File: src/rtl/inv_chain_arbiter_if.sv
// Requester-side bundle for the shared inverter-chain arbiter.
// Latency: n/a (wiring only).
// Backpressure: requests are held until the matching done pulse.
interface inv_chain_arbiter_if #(
    parameter int NUM_REQ = 4
);
    logic [NUM_REQ-1:0] req;
    logic [NUM_REQ-1:0] req_bit;
    logic [NUM_REQ-1:0] gnt;
    logic [NUM_REQ-1:0] done;
    logic               result;
    logic               mismatch;

    modport master (
        output req,
        output req_bit,
        input  gnt,
        input  done,
        input  result,
        input  mismatch
    );

    modport slave (
        input  req,
        input  req_bit,
        output gnt,
        output done,
        output result,
        output mismatch
    );
endinterface

File: src/rtl/inv_chain_arbiter.sv
// Round-robin access controller sharing one inverting chain among NUM_REQ requesters.
// Latency: done pulses SETTLE_CYCLES+3 cycles after req is seen in IDLE.
// Backpressure: one operation at a time; others hold req until their done pulse.
module inv_chain_arbiter #(
    parameter int NUM_REQ       = 4,
    parameter int SETTLE_CYCLES = 3,
    parameter int STAGES        = 3,
    parameter int ERR_W         = 8
) (
    input  logic                clk,
    input  logic                rst_n,
    inv_chain_arbiter_if.slave  bus,
    output logic [ERR_W-1:0]    err_cnt,
    output logic                busy,
    output logic                chain_in,
    input  logic                chain_out
);

    localparam int   PTR_W = (NUM_REQ > 1) ? $clog2(NUM_REQ) : 1;
    localparam logic INV   = ((STAGES % 2) == 1);

    typedef enum logic [2:0] {
        IDLE,
        DRIVE,
        SETTLE,
        SAMPLE,
        RESP
    } state_t;

    state_t             state;
    logic [PTR_W-1:0]   ptr;
    logic [PTR_W-1:0]   win;
    logic               drive;
    logic [7:0]         cnt;
    logic [NUM_REQ-1:0] gnt_q;
    logic [NUM_REQ-1:0] done_q;
    logic               result_q;
    logic               mismatch_q;

    logic               found;
    logic [PTR_W-1:0]   win_idx;
    int                 cand;
    logic               sample_miss;

    assign bus.gnt      = gnt_q;
    assign bus.done     = done_q;
    assign bus.result   = result_q;
    assign bus.mismatch = mismatch_q;

    // Search upward from the slot after the last winner, wrapping once.
    always_comb begin
        found   = 1'b0;
        win_idx = '0;
        cand    = 0;
        for (int i = 1; i <= NUM_REQ; i++) begin
            cand = int'(ptr) + i;
            if (cand >= NUM_REQ) begin
                cand = cand - NUM_REQ;
            end
            if (!found && bus.req[PTR_W'(cand)]) begin
                found   = 1'b1;
                win_idx = PTR_W'(cand);
            end
        end
    end

    assign sample_miss = chain_out ^ (drive ^ INV);

    always_ff @(posedge clk or negedge rst_n) begin
        if (!rst_n) begin
            state      <= IDLE;
            ptr        <= PTR_W'(NUM_REQ - 1);
            win        <= '0;
            drive      <= 1'b0;
            cnt        <= '0;
            gnt_q      <= '0;
            done_q     <= '0;
            result_q   <= 1'b0;
            mismatch_q <= 1'b0;
            err_cnt    <= '0;
            busy       <= 1'b0;
            chain_in   <= 1'b0;
        end else begin
            done_q <= '0;
            case (state)
                IDLE: begin
                    if (found) begin
                        gnt_q    <= NUM_REQ'(1) << win_idx;
                        win      <= win_idx;
                        drive    <= bus.req_bit[win_idx];
                        chain_in <= bus.req_bit[win_idx];
                        cnt      <= 8'(SETTLE_CYCLES - 1);
                        busy     <= 1'b1;
                        state    <= DRIVE;
                    end
                end
                DRIVE: begin
                    state <= SETTLE;
                end
                SETTLE: begin
                    if (cnt == 8'd0) begin
                        state <= SAMPLE;
                    end else begin
                        cnt <= cnt - 8'd1;
                    end
                end
                SAMPLE: begin
                    result_q   <= chain_out;
                    mismatch_q <= sample_miss;
                    if (sample_miss && (err_cnt != {ERR_W{1'b1}})) begin
                        err_cnt <= err_cnt + ERR_W'(1);
                    end
                    // Pulse lands in RESP, together with the freshly sampled result.
                    done_q <= gnt_q;
                    state  <= RESP;
                end
                RESP: begin
                    gnt_q <= '0;
                    busy  <= 1'b0;
                    ptr   <= win;
                    state <= IDLE;
                end
                default: begin
                    state <= IDLE;
                end
            endcase
        end
    end

endmodule

File: src/flat_wrapper.sv
// flat-port wrapper written by rule: the top's interface ports become plain ports
module inv_chain_arbiter_flat 
#(
    parameter int NUM_REQ       = 4,
    parameter int SETTLE_CYCLES = 3,
    parameter int STAGES        = 3,
    parameter int ERR_W         = 8
)
  (clk, rst_n, err_cnt, busy, chain_in, chain_out, bus_req, bus_req_bit, bus_gnt, bus_done, bus_result, bus_mismatch);
  inv_chain_arbiter_if #(.NUM_REQ(NUM_REQ)) bus_i ();
  input  logic clk;
  input  logic rst_n;
  output logic [ERR_W-1:0] err_cnt;
  output logic busy;
  output logic chain_in;
  input  logic chain_out;
  input wire logic [$bits(bus_i.req)-1:0] bus_req;
  input wire logic [$bits(bus_i.req_bit)-1:0] bus_req_bit;
  output wire logic [$bits(bus_i.gnt)-1:0] bus_gnt;
  output wire logic [$bits(bus_i.done)-1:0] bus_done;
  output wire logic [$bits(bus_i.result)-1:0] bus_result;
  output wire logic [$bits(bus_i.mismatch)-1:0] bus_mismatch;
  assign bus_i.req = bus_req;
  assign bus_i.req_bit = bus_req_bit;
  assign bus_gnt = bus_i.gnt;
  assign bus_done = bus_i.done;
  assign bus_result = bus_i.result;
  assign bus_mismatch = bus_i.mismatch;
  inv_chain_arbiter #(.NUM_REQ(NUM_REQ), .SETTLE_CYCLES(SETTLE_CYCLES), .STAGES(STAGES), .ERR_W(ERR_W)) u_core (.clk(clk), .rst_n(rst_n), .bus(bus_i), .err_cnt(err_cnt), .busy(busy), .chain_in(chain_in), .chain_out(chain_out));
endmodule
File: config.mk
export PLATFORM = sky130hd
export DESIGN_NAME = inv_chain_arbiter_flat
export DESIGN_NICKNAME = d
export VERILOG_FILES = /design/src/rtl/inv_chain_arbiter_if.sv /design/src/rtl/inv_chain_arbiter.sv /design/src/flat_wrapper.sv
export SDC_FILE = /design/constraint.sdc
export NUM_CORES = 1
export LEC_CHECK = 0
export CAP_MARGIN = 20
export CORE_MARGIN = 10
export CORE_UTILIZATION = 55
export CTS_CLUSTER_SIZE = 14
export DETAILED_ROUTE_END_ITERATION = 10
export PLACE_DENSITY_LB_ADDON = 0.3
export SYNTH_ARGS = -nofsm -noshare
export SYNTH_HDL_FRONTEND = slang
export SYNTH_SLANG_ARGS = --single-unit
File: constraint.sdc
create_clock -name clk -period 3.4 [get_ports clk]
set_input_delay 0.68 -clock clk [delete_from_list [all_inputs] [get_ports clk]]
set_output_delay 0.68 -clock clk [all_outputs]
set_load 0.005 [all_outputs]
# Yosys cells after proc, flatten, opt, wreduce, memory -nomap -nowiden
# Cells that the tools add are included.
[word_totals] regBits=35 inputBits=11 out_inout_bits=20 wordCells=94
[classes] n_addsub=10 magnitude_cmp=9 n_eq_ne=8 shifts=1 muxes=37 bitwise_logic=2 n_reduce_logical=16
[op_table] op="$lt A2 B4 Y1 const B" n=4
[op_table] op="$mux W2" n=8
[op_table] op="$mux W8" n=2
[op_table] op="$pmux W8 S2" n=1
[op_table] op="$mux W1" n=14
[op_table] op="$pmux W3 S4" n=1
[op_table] op="$bmux W1 S2" n=5
[op_table] op="$ge A3 B3 Y1 const B" n=3
[op_table] op="$add A8 B1 Y8 const B" n=1
[op_table] op="$logic_not A8 Y1" n=1
[op_table] op="$mux W4" n=2
[op_table] op="$ne A8 B8 Y1 const B" n=1
[op_table] op="$pmux W4 S2" n=1
[op_table] op="$reduce_and A2 Y1" n=4
[op_table] op="$sub A2 B1 Y2 const B" n=4
[op_table] op="$sub A8 B1 Y8 const B" n=1
[op_table] op="$add A2 B2 Y3 const B" n=2
[op_table] op="$eq A3 B2 Y1 const B" n=2
[op_table] op="$mux W3" n=2
[op_table] op="$add A2 B3 Y4 const B" n=1
[op_table] op="$ge A4 B3 Y1 const B" n=1
[op_table] op="$logic_and A1 B1 Y1" n=4
[op_table] op="$ne A2 B1 Y1 const B" n=2
[op_table] op="$reduce_bool A2 Y1" n=2
[op_table] op="other kinds (12)" n=14

# Depth between registers and ports, before layout
# Gate-level depths: netlist of run 1.
[logic_depth] word_depth=19 ltp_mapped=8 mapped_depth_nobuf=7

# Worst setup path before layout of run 1
# OpenSTA, ideal clock, no wires.
[synth_path] path_kind="input -> register" startpoint="in bus_req[1]" endpoint="reg u_core.gnt_q[0], in the netlist u_core.bus.gnt[0]" setup_time_ps=122 t_arrival_ps=1703 required_ps=3278 slack_ps=1575 path_stages=5 n_path_buf=0 cell_sequence="nor4_2 -> nor2_1 -> nand2_1 -> a21oi_1 -> a32o_1"
[synth_between] elab_chain_cells=16 elab_cells_between_ends=31 classes_between="eq/ne: 1; shift: 1; mux: 22; reduce/logical: 7"
[synth_rtl] item="start: declaration" line_no="flat_wrapper.sv:17" source="input wire logic [$bits(bus_i.req)-1:0] bus_req;"
[synth_rtl] item="$bmux W1 S2" line_no="inv_chain_arbiter.sv:60" source="if (!found && bus.req[PTR_W'(cand)]) begin"
[synth_rtl] item="$mux W1 (implied by the code) (2 in series)" line_no="inv_chain_arbiter.sv:60"
[synth_rtl] item="$mux W1" line_no="inv_chain_arbiter.sv:60"
[synth_rtl] item="$logic_not A1 Y1" line_no="inv_chain_arbiter.sv:60"
[synth_rtl] item="$logic_and A1 B1 Y1" line_no="inv_chain_arbiter.sv:60"
[synth_rtl] item="$mux W1" line_no="inv_chain_arbiter.sv:60"
[synth_rtl] item="$logic_not A1 Y1" line_no="inv_chain_arbiter.sv:60"
[synth_rtl] item="$logic_and A1 B1 Y1" line_no="inv_chain_arbiter.sv:60"
[synth_rtl] item="$mux W1" line_no="inv_chain_arbiter.sv:60"
[synth_rtl] item="$logic_not A1 Y1" line_no="inv_chain_arbiter.sv:60"
[synth_rtl] item="$logic_and A1 B1 Y1" line_no="inv_chain_arbiter.sv:60"
[synth_rtl] item="$mux W2" line_no="inv_chain_arbiter.sv:60"
[synth_rtl] item="$shl A1 B2 Y4" line_no="inv_chain_arbiter.sv:88" source="gnt_q <= NUM_REQ'(1) << win_idx;"
[synth_rtl] item="$mux W4" line_no="inv_chain_arbiter.sv:87" source="if (found) begin"
[synth_rtl] item="$pmux W4 S2" line_no="inv_chain_arbiter.sv:85" source="case (state)"
[synth_rtl] item="end signal: assignment" line_no="inv_chain_arbiter.sv:88"
[synth_rtl] item="end: declaration" line_no="inv_chain_arbiter.sv:35" source="logic [NUM_REQ-1:0] gnt_q;"
# Parallel ways exist; a longest one is shown, timed or not. The select of a mux whose other input is x is not followed.
# A chain may end at the register's enable or synchronous reset.

# Final worst setup path of run 1
[layout_path] startpoint="in bus_req[0]" endpoint="reg u_core.gnt_q[1], in the netlist u_core.bus.gnt[1]"
# The elaborated chain is that of the path after synthesis.

==> results of run 1 <==
==> Yosys cell counts (2+ instances only) <==
library cell	number	area (um2)
o21ai_1	4	20.02
a21oi_1	5	25.02
and2_1	5	31.28
nand4b_1	2	17.52
nor2_1	14	52.55
ha_1	3	37.54
xnor2_1	6	52.55
nor3_1	4	20.02
dfstp_2	2	52.55
o31ai_1	3	22.52
o211ai_1	2	15.01
mux2_1	2	22.52
nand3_1	7	35.03
dfrtp_1	33	825.8
inv_1	3	11.26
mux2_2	2	22.52
a32o_1	2	20.02
nand2b_1	4	25.02
nand4_1	4	25.02
xor2_1	7	61.31
nand2_1	10	37.54
buf_2	2	10.01
or4_1	2	15.01
==> worst register-to-register path: cells and delay by family (launching register included) <==
family / cells / cell delay [ps]
AO/OA/AOI/OAI: 1 / 310
XOR/XNOR: 1 / 140
flip-flops: 1 / 590
AND/OR/NAND/NOR: 3 / 780
==> cells by family (layout without fill, tap and decap cells) <==
group	after synthesis	in the layout	share of synthesized area, %
XOR/XNOR	13	13	6.894
flip-flops	35	35	53.18
buffers and inverters	8	44	2.424
multiplexers	5	5	3.333
adder cells (fa/ha/maj)	3	3	2.273
AND/OR/NAND/NOR	63	63	22.58
AO/OA/AOI/OAI	21	21	9.318
==> area by class of cell <==
| class | count | area, um2 | share of cell area (%) |
|---|---|---|---|
| Clock inverter | 2 | 16.27 | 0.7956 |
| Timing Repair Buffer | 31 | 307.8 | 15.06 |
| Clock buffer | 6 | 51.30 | 2.509 |
| Tap cell | 31 | 38.79 | 1.897 |
| Inverter | 5 | 18.77 | 0.9180 |
| Sequential cell | 35 | 878.3 | 42.96 |
| Multi-Input combinational cell | 105 | 733.2 | 35.86 |
==> layer usage <==
layer | track usage [%] | part of all wire [%] | up-vias
met5 | 0 | 0 | -
met4 | 3.992 | 0.37 | 0
met3 | 6.833 | 8.2 | 2
met2 | 22.96 | 49 | 34
met1 | 16.35 | 43 | 602
li1 | - | - | 594
==> stage by stage <==
step	cells	util (%)	hold WS [ps]	cell area [um2]	setup WS, ps
after CTS	215	72.88	500.3	2044	1210
final	215	72.88	502.4	2044	1197
after detailed placement	207	70.47	480.5	1977	842.6
after global routing	215	72.88	509.8	2044	1019
after floorplan	148	-	384.4	1652	1575
after global placement	207	70.47	465.0	1977	926.9
==> power by group through the flow <==
stage | combinational (uW) | clock [uW] | sequential [uW]
2_1_floorplan | 444 | 0 | 673
3_3_place_gp | 643 | 0 | 701
3_5_place_dp | 672 | 0 | 709
4_1_cts | 675 | 249 | 705
5_1_grt | 749 | 265 | 730
6_report | 665 | 244 | 705
==> worst paths after layout <==
path | endpoint | slack [ps] | cells past startpoint
min in group asynchronous | u_core.cnt[5]$_DFFE_PN0P_ | 730 | 2
worst min register to register | u_core.err_cnt[7]$_DFFE_PN0P_ | 500 | 1
worst max-delay path | u_core.bus.gnt[1]$_DFFE_PN0P_ | 1200 | 6
worst min-delay path | u_core.err_cnt[7]$_DFFE_PN0P_ | 500 | 1
worst max register to register | u_core.err_cnt[5]$_DFFE_PN0P_ | 1470 | 5
max in group asynchronous | u_core.ptr[0]$_DFFE_PN1P_ | 2320 | 2
==> registers in the layout, summed over array words and instances, names as in the netlist <==
register / flops
u_core.bus.done: 4
u_core.bus.gnt: 4
u_core.bus.mismatch: 1
u_core.bus.result: 1
u_core.busy: 1
u_core.chain_in: 1
u_core.cnt: 8
u_core.err_cnt: 8
u_core.ptr: 2
u_core.state: 3
u_core.win: 2
==> impl_metrics.py, run 1 <==
metrics = {
    "clock_network": {
        "cts_buffer_depth": 2,
        "post_cts_buffers": 0,
        "clk_pin_slew_ps": 120,
        "hold_buffers": 0,
        "cts.sinks": 35,
        "clk_latency_ps": 340,
        "htreeDepth": 2,
        "cts_tree": "yes",
        "cts_buffers": 5,
        "cts_root_buf": "clkbuf_4",
        "cts_resized": 0,
    },
    "logic_synthesis": {
        "syn-num-nets": 162,
        "syn_area_mm2": 0.001652,
        "synth_top_flop_cell": "dfrtp_1",
        "yosys_warnings": 0,
        "syn_avg_cell_area_um2": 11.16,
        "synth_async_sr_flop_share_pct": 100.0,
        "ys_types": 43,
        "ys_seq_area_share_pct": 53.18,
        "syn_inst": 148,
        "synth_edf_count": 0,
        "synth_seq_cells": 35,
    },
    "worst_setup_path": {
        "crit_type": "input pin to flop",
        "crit_path_top_delay_cell": "nor3_1",
        "slowest_delay_ps": 550,
        "worstReg2RegStart": "u_core.state[1]$_DFFE_PN0P_",
        "critPathLaunchType": "input pin",
        "crit_required_ps": 3640,
        "worstPathArrival_ps": 2440,
        "critPathMaxFanout": 5,
        "critPathTopFamily": "buffers and inverters",
        "end_kind": "flop",
        "worstPathCellList": "clkdlybuf4s50_1, nand2b_1, a21boi_1, nor3_1, clkinv_1, a32o_1",
        "crit_start": "bus_req[0]",
        "path_buf_inv": 2,
    },
    "drt": {
        "wl_per_cell_um": 16.46,
        "viasPerCell": 5.730,
        "vias": 1232,
        "ant_nets": 0,
        "wirelength_um": 3539,
        "drc": 0,
        "drt_pass1_iterations": 6,
        "first_iter_violations": 64,
    },
    "timing": {
        "hold_violations": 0,
        "relSlewSlack_pct": 56.75,
        "worstMarginPinSlew_ps": 643.8,
        "worst_clock_skew_ps": 14.18,
        "period_needed_ps": 2203,
        "fmax_mhz": 454.0,
        "fin_tns_setup_ps": 0,
        "report.final.slew_viol_count": 0,
        "fin_crit_sh_pct": 64.78,
        "setup_violations": 0,
        "rsz0062_at_grt": "no",
    },
    "floorplan": {
        "row_count": 19,
        "core_mm2": 0.002805,
        "start_util_pct": 58.88,
        "io_pins": 31,
        "dieArea_mm2": 0.005595,
        "die-width_um": 74.80,
        "die_y_um": 74.80,
    },
    "placed_design": {
        "gp_congestion": 0.8464,
        "place_hpwl_um": 2677,
        "portBuffers": 30,
    },
    "layout": {
        "syn_to_final_growth_pct": 23.79,
        "final_cell_mix": "dfrtp_1 (33), clkdlybuf4s50_1 (30), nor2_1 (14)",
        "layout-drive-gt1-share_pct": 12.50,
        "diodes": 0,
        "final_common_cell": "dfrtp_1",
        "nets": 197,
        "fill_cells": 206,
    },
    "power": {
        "net-switching-power_uw": 603.5,
        "seqPwrFrac_pct": 43.7,
        "ir_worst_vdd_mv": 0.5522,
        "leakagePower_uw": 0.0008825,
        "p_sw_share_pct": 37.37,
        "cellPowerDensity_mw_per_mm2": 789.8,
        "combPwrFrac_pct": 41.2,
        "finalPower_uw": 1615,
        "p_int_uw": 1011,
        "pwr-share-clk_pct": 15.1,
    },
    "worst_hold_path": {
        "hp-start": "u_core.err_cnt[7]$_DFFE_PN0P_",
        "hold_class": "flop to flop",
    },
    "run": {
        "max_cap_viol_count": 0,
    },
    "run_status": {
        "status": "complete, no violations",
    },
    "global_routing": {
        "grt_first_pass_wirelength_um": 6154,
        "grt_start_max_net_pins": 36,
        "grt_overflow_total": 0,
        "grtUsageTotal_pct": 14.15,
        "grt_antenna_before_repair": 0,
        "grt_pass1_vias": 1327,
    },
}
Power figures use the tool's default switching activity.
==> run 2: changes to the inputs <==
CORE_UTILIZATION = 51   (was 55)
clock period = 2.2 ns   (was 3.4 ns; I/O delays follow)
==> impl_metrics.py, run 2 (synthesis results as in run 1) <==
metrics = {
    "worst_setup_path": {
        "critPathLaunchType": "flop",
        "path_buf_inv": 1,
        "worstPathArrival_ps": 2180,
        "crit_start": "u_core.cnt[2]$_DFFE_PN0P_",
        "crit_path_top_delay_cell": "or4_4",
        "critPathTopFamily": "simple AND/OR/NAND/NOR gates",
        "crit_required_ps": 2440,
        "crit_type": "flop to flop",
        "slowest_delay_ps": 550,
        "ff2ff_setup_slack_ps": 260,
        "r2r_end": "u_core.cnt[2]$_DFFE_PN0P_",
        "endpoint": "u_core.cnt[2]$_DFFE_PN0P_",
        "worstSetupPathDepth": 6,
        "worstPathCellList": "or3_4, or4_4, nand3_2, buf_4, xor2_1, nor2_1",
        "critPathMaxFanout": 7,
        "end_kind": "flop",
        "worstRegToRegCells": 6,
        "worstReg2RegStart": "u_core.cnt[2]$_DFFE_PN0P_",
    },
    "power": {
        "combPwrFrac_pct": 43.7,
        "seqPwrFrac_pct": 43.3,
        "p_sw_share_pct": 37.14,
        "leakagePower_uw": 0.0009262,
        "ir_worst_vdd_mv": 0.7407,
        "net-switching-power_uw": 943.8,
        "p_int_uw": 1598,
        "pwr-share-clk_pct": 12.9,
        "cellPowerDensity_mw_per_mm2": 1200,
    },
    "clock_network": {
        "hold_buffers": 0,
        "cts_resized": 0,
        "cts_buffers": 5,
        "cts.sinks": 35,
        "clk_latency_ps": 340,
        "cts_tree": "yes",
        "htreeDepth": 2,
        "cts_root_buf": "clkbuf_4",
        "clk_pin_slew_ps": 100,
        "post_cts_buffers": 0,
        "cts_buffer_depth": 2,
    },
    "run": {
        "max_cap_viol_count": 0,
    },
    "layout": {
        "postLayoutCoreUtil_pct": 68.82,
        "reg_top3": "u_core.cnt x8, u_core.err_cnt x8",
        "nets": 207,
        "final_cells": 238,
        "fin_area_mm2": 0.002118,
        "diodes": 0,
        "final_cell_mix": "dfrtp_1 (33), clkdlybuf4s50_1 (30), nor2_1 (14)",
        "layout-drive-gt1-share_pct": 15.98,
        "final_common_cell": "dfrtp_1",
        "syn_to_final_growth_pct": 28.26,
    },
    "placed_design": {
        "portBuffers": 30,
        "pre_cts_slack_ps": 34.62,
        "numPlacedInstances": 230,
        "place_hpwl_um": 2725,
        "placed_area_mm2": 0.002068,
        "gp_congestion": 0.7808,
    },
    "floorplan": {
        "dieArea_mm2": 0.005914,
        "core_mm2": 0.003078,
        "die-width_um": 76.91,
        "io_pins": 31,
        "row_count": 20,
        "die_y_um": 76.91,
        "start_util_pct": 53.66,
    },
    "global_routing": {
        "grt_overflow_total": 0,
        "grt_first_pass_wirelength_um": 6203,
        "grt_antenna_before_repair": 0,
        "grt_start_max_net_pins": 36,
        "grtUsageTotal_pct": 12.71,
        "grt_pass1_vias": 1337,
    },
    "timing": {
        "fin_tns_setup_ps": 0,
        "fmax_mhz": 515.3,
        "hold_violations": 0,
        "worst_clock_skew_ps": 5.610,
        "setup_violations": 0,
        "period_needed_ps": 1941,
        "relSlewSlack_pct": 66.15,
        "report.final.slew_viol_count": 0,
        "fin_crit_sh_pct": 88.21,
        "layout_setup_ws_ps": 259.4,
        "rsz0062_at_grt": "no",
        "worstMarginPinSlew_ps": 505.5,
    },
    "drt": {
        "ant_nets": 0,
        "wl_per_cell_um": 15.31,
        "vias": 1300,
        "viasPerCell": 5.462,
        "first_iter_violations": 41,
        "wirelength_um": 3643,
        "drc": 0,
        "drt_pass1_iterations": 4,
    },
    "worst_hold_path": {
        "hp-start": "u_core.busy$_DFFE_PN0P_",
        "hold_class": "flop to flop",
    },
    "run_status": {
        "status": "complete, no violations",
    },
}
run 2: cell count changes in the layout (fill, tap and decap cells not counted):
cell | before | now
buf_4 | 1 | 11
clkbuf_1 | 0 | 2
clkbuf_8 | 1 | 0
clkinv_2 | 0 | 1
clkinv_4 | 1 | 0
clkinvlp_4 | 1 | 0
run 2: power groups by stage:
stage | registers [uW] | clock network [uW] | logic [uW]
after floorplan | 1040 | 0 | 687
after global placement | 1090 | 0 | 1060
after detailed placement | 1110 | 0 | 1110
after CTS | 1100 | 339 | 1120
after global routing | 1130 | 364 | 1230
final | 1100 | 329 | 1110
run 2: cell type report:
| class | count | area [um2] |
|---|---|---|
| Clock buffer | 7 | 45.04 |
| Clock inverter | 1 | 5.005 |
| Fill cell | 257 | 959.7 |
| Inverter | 5 | 18.77 |
| Multi-Input combinational cell | 105 | 733.2 |
| Sequential cell | 35 | 878.3 |
| Tap cell | 44 | 55.05 |
| Timing Repair Buffer | 41 | 382.9 |
run 2: worst min-delay path by stage:
stage	endpoint	slack [ps]	cells after the start
global route	u_core.win[1]$_DFFE_PN0P_	520	2
CTS	u_core.busy$_DFFE_PN0P_	490	2
floorplan	u_core.bus.done[0]$_DFF_PN0_	140	0
detailed placement	u_core.busy$_DFFE_PN0P_	470	2
global placement	u_core.win[1]$_DFFE_PN0P_	460	2
finish	u_core.busy$_DFFE_PN0P_	490	2
run 2: worst min-delay path, delay by kind of cell (launching register included):
family	cells	cell delay [ps]
flops	1	360
simple gates	2	100
run 2: stage by stage:
stage	total power, uW	hold slack, ps
after global placement	2153	459.9
after CTS	2560	491.6
after floorplan	1727	144.4
after detailed placement	2216	467.7
after global routing	2727	520.6
final	2542	486.3
run 2: routing by layer:
metal	GRT usage, %	wire (um)	share of wire [%]
met2	21.08	1732	48
met4	5.019	65	1.8
met5	0	0	0
met1	14.04	1538	42
met3	5.361	306	8.4
==> run 3: changes to the inputs <==
PLACE_DENSITY = 0.78   (was not set)
PLACE_DENSITY_LB_ADDON = not set   (was 0.3)
SKIP_LAST_GASP = 1   (was not set)
==> impl_metrics.py, run 3 (synthesis results as in run 1) <==
metrics = {
    "drt": {
        "wl_per_cell_um": 15.43,
        "wirelength_um": 3626,
        "viasPerCell": 5.391,
        "ant_nets": 0,
        "drt_pass1_iterations": 4,
        "first_iter_violations": 97,
        "drc": 0,
        "vias": 1267,
    },
    "floorplan": {
        "row_count": 20,
        "io_pins": 31,
        "die-width_um": 76.91,
        "dieArea_mm2": 0.005914,
        "start_util_pct": 53.66,
        "core_mm2": 0.003078,
        "die_y_um": 76.91,
    },
    "clock_network": {
        "cts_resized": 0,
        "cts.sinks": 35,
        "hold_buffers": 0,
        "clk_latency_ps": 340,
        "htreeDepth": 2,
        "cts_tree": "yes",
        "cts_root_buf": "clkbuf_4",
        "post_cts_buffers": 0,
        "cts_buffer_depth": 2,
        "cts_buffers": 5,
        "clk_pin_slew_ps": 110,
    },
    "worst_setup_path": {
        "critPathLaunchType": "flop",
        "crit_required_ps": 2440,
        "critPathMaxFanout": 7,
        "end_kind": "flop",
        "crit_type": "flop to flop",
        "ff2ff_setup_slack_ps": 220,
        "worstPathArrival_ps": 2220,
    },
    "timing": {
        "fmax_mhz": 505.7,
        "rsz0062_at_grt": "no",
        "fin_crit_sh_pct": 89.89,
        "worstMarginPinSlew_ps": 511.2,
        "period_needed_ps": 1978,
        "fin_tns_setup_ps": 0,
        "report.final.slew_viol_count": 0,
        "setup_violations": 0,
        "relSlewSlack_pct": 65.77,
        "hold_violations": 0,
        "worst_clock_skew_ps": 13.02,
    },
    "global_routing": {
        "grt_start_max_net_pins": 36,
        "grtUsageTotal_pct": 12.87,
        "grt_pass1_vias": 1340,
        "grt_first_pass_wirelength_um": 6237,
        "grt_overflow_total": 0,
        "grt_antenna_before_repair": 0,
    },
    "placed_design": {
        "gp_congestion": 0.8872,
        "place_hpwl_um": 2685,
        "portBuffers": 30,
    },
    "layout": {
        "layout-drive-gt1-share_pct": 15.18,
        "final_common_cell": "dfrtp_1",
        "diodes": 0,
        "final_cell_mix": "dfrtp_1 (33), clkdlybuf4s50_1 (30), nor2_1 (14)",
        "nets": 204,
        "reg_top3": "u_core.cnt x8, u_core.err_cnt x8",
        "syn_to_final_growth_pct": 27.12,
    },
    "run_status": {
        "status": "complete, no violations",
    },
    "power": {
        "ir_worst_vdd_mv": 0.6000,
        "finalPower_uw": 2548,
        "cellPowerDensity_mw_per_mm2": 1214,
        "leakagePower_uw": 0.0009100,
    },
    "run": {
        "max_cap_viol_count": 0,
    },
    "worst_hold_path": {
        "hold_class": "input pin to async pin",
    },
}
[run 3: changes by cell type in the layout (fill, tap and decap cells not counted), sizes merged]
cell / previous run / this run
clkbuf: 7 / 6
buf: 11 / 8
clkinvlp: 0 / 1
[run 3: where the power goes]
group / internal, uW / switching, uW
Combinational: 602 / 533
Sequential: 871 / 203
Clock: 123 / 216
Total: 1600 / 951
[run 3: stage by stage]
step	hold WS, ps	std cells	instance area (um2)	utilization [%]	worst slack (ps)
global route	513.0	235	2100	68.21	145.7
detailed placement	478.4	227	2046	66.46	124.9
CTS	488.7	235	2100	68.21	242.7
floorplan	144.4	148	1652	-	389.8
finish	492.5	235	2100	68.21	222.5
global placement	464.9	227	2046	66.46	182.6
[run 3: per-layer routing]
metal,track usage (%),vias to the layer above,wire [um]
li1,-,607,-
met1,14.29,617,1543
met2,20.91,37,1771
met3,5.828,6,254
met4,5.204,0,57
met5,0,-,0
[run 3: final timing paths]
check | startpoint | end | depth (start not counted)
worst max-delay path | u_core.cnt[2]$_DFFE_PN0P_ | u_core.cnt[2]$_DFFE_PN0P_ | 6
worst min-delay path | rst_n | u_core.bus.done[1]$_DFF_PN0_ | 2
worst max register to register | u_core.cnt[2]$_DFFE_PN0P_ | u_core.cnt[2]$_DFFE_PN0P_ | 6
worst min register to register | u_core.busy$_DFFE_PN0P_ | u_core.busy$_DFFE_PN0P_ | 2
max in group asynchronous | rst_n | u_core.ptr[1]$_DFFE_PN1P_ | 2
min in group clk | u_core.busy$_DFFE_PN0P_ | u_core.busy$_DFFE_PN0P_ | 2
[run 3: area by class of cell]
type | count | area (um2)
clock buffer | 6 | 41.29
inverter | 5 | 18.77
timing repair buffer | 38 | 360.3
clock inverter | 2 | 12.51
multi-input combinational | 105 | 733.2
sequential | 35 | 878.3
fill | 242 | 978.4
tap | 44 | 55.05
[run 3: worst max-delay path: stages (launching register included)]
cell,delay (ps)
dfrtp_1,440
or3_4,410
or4_4,550
nand3_2,140
buf_4,130
xor2_1,150
nor2_1,50
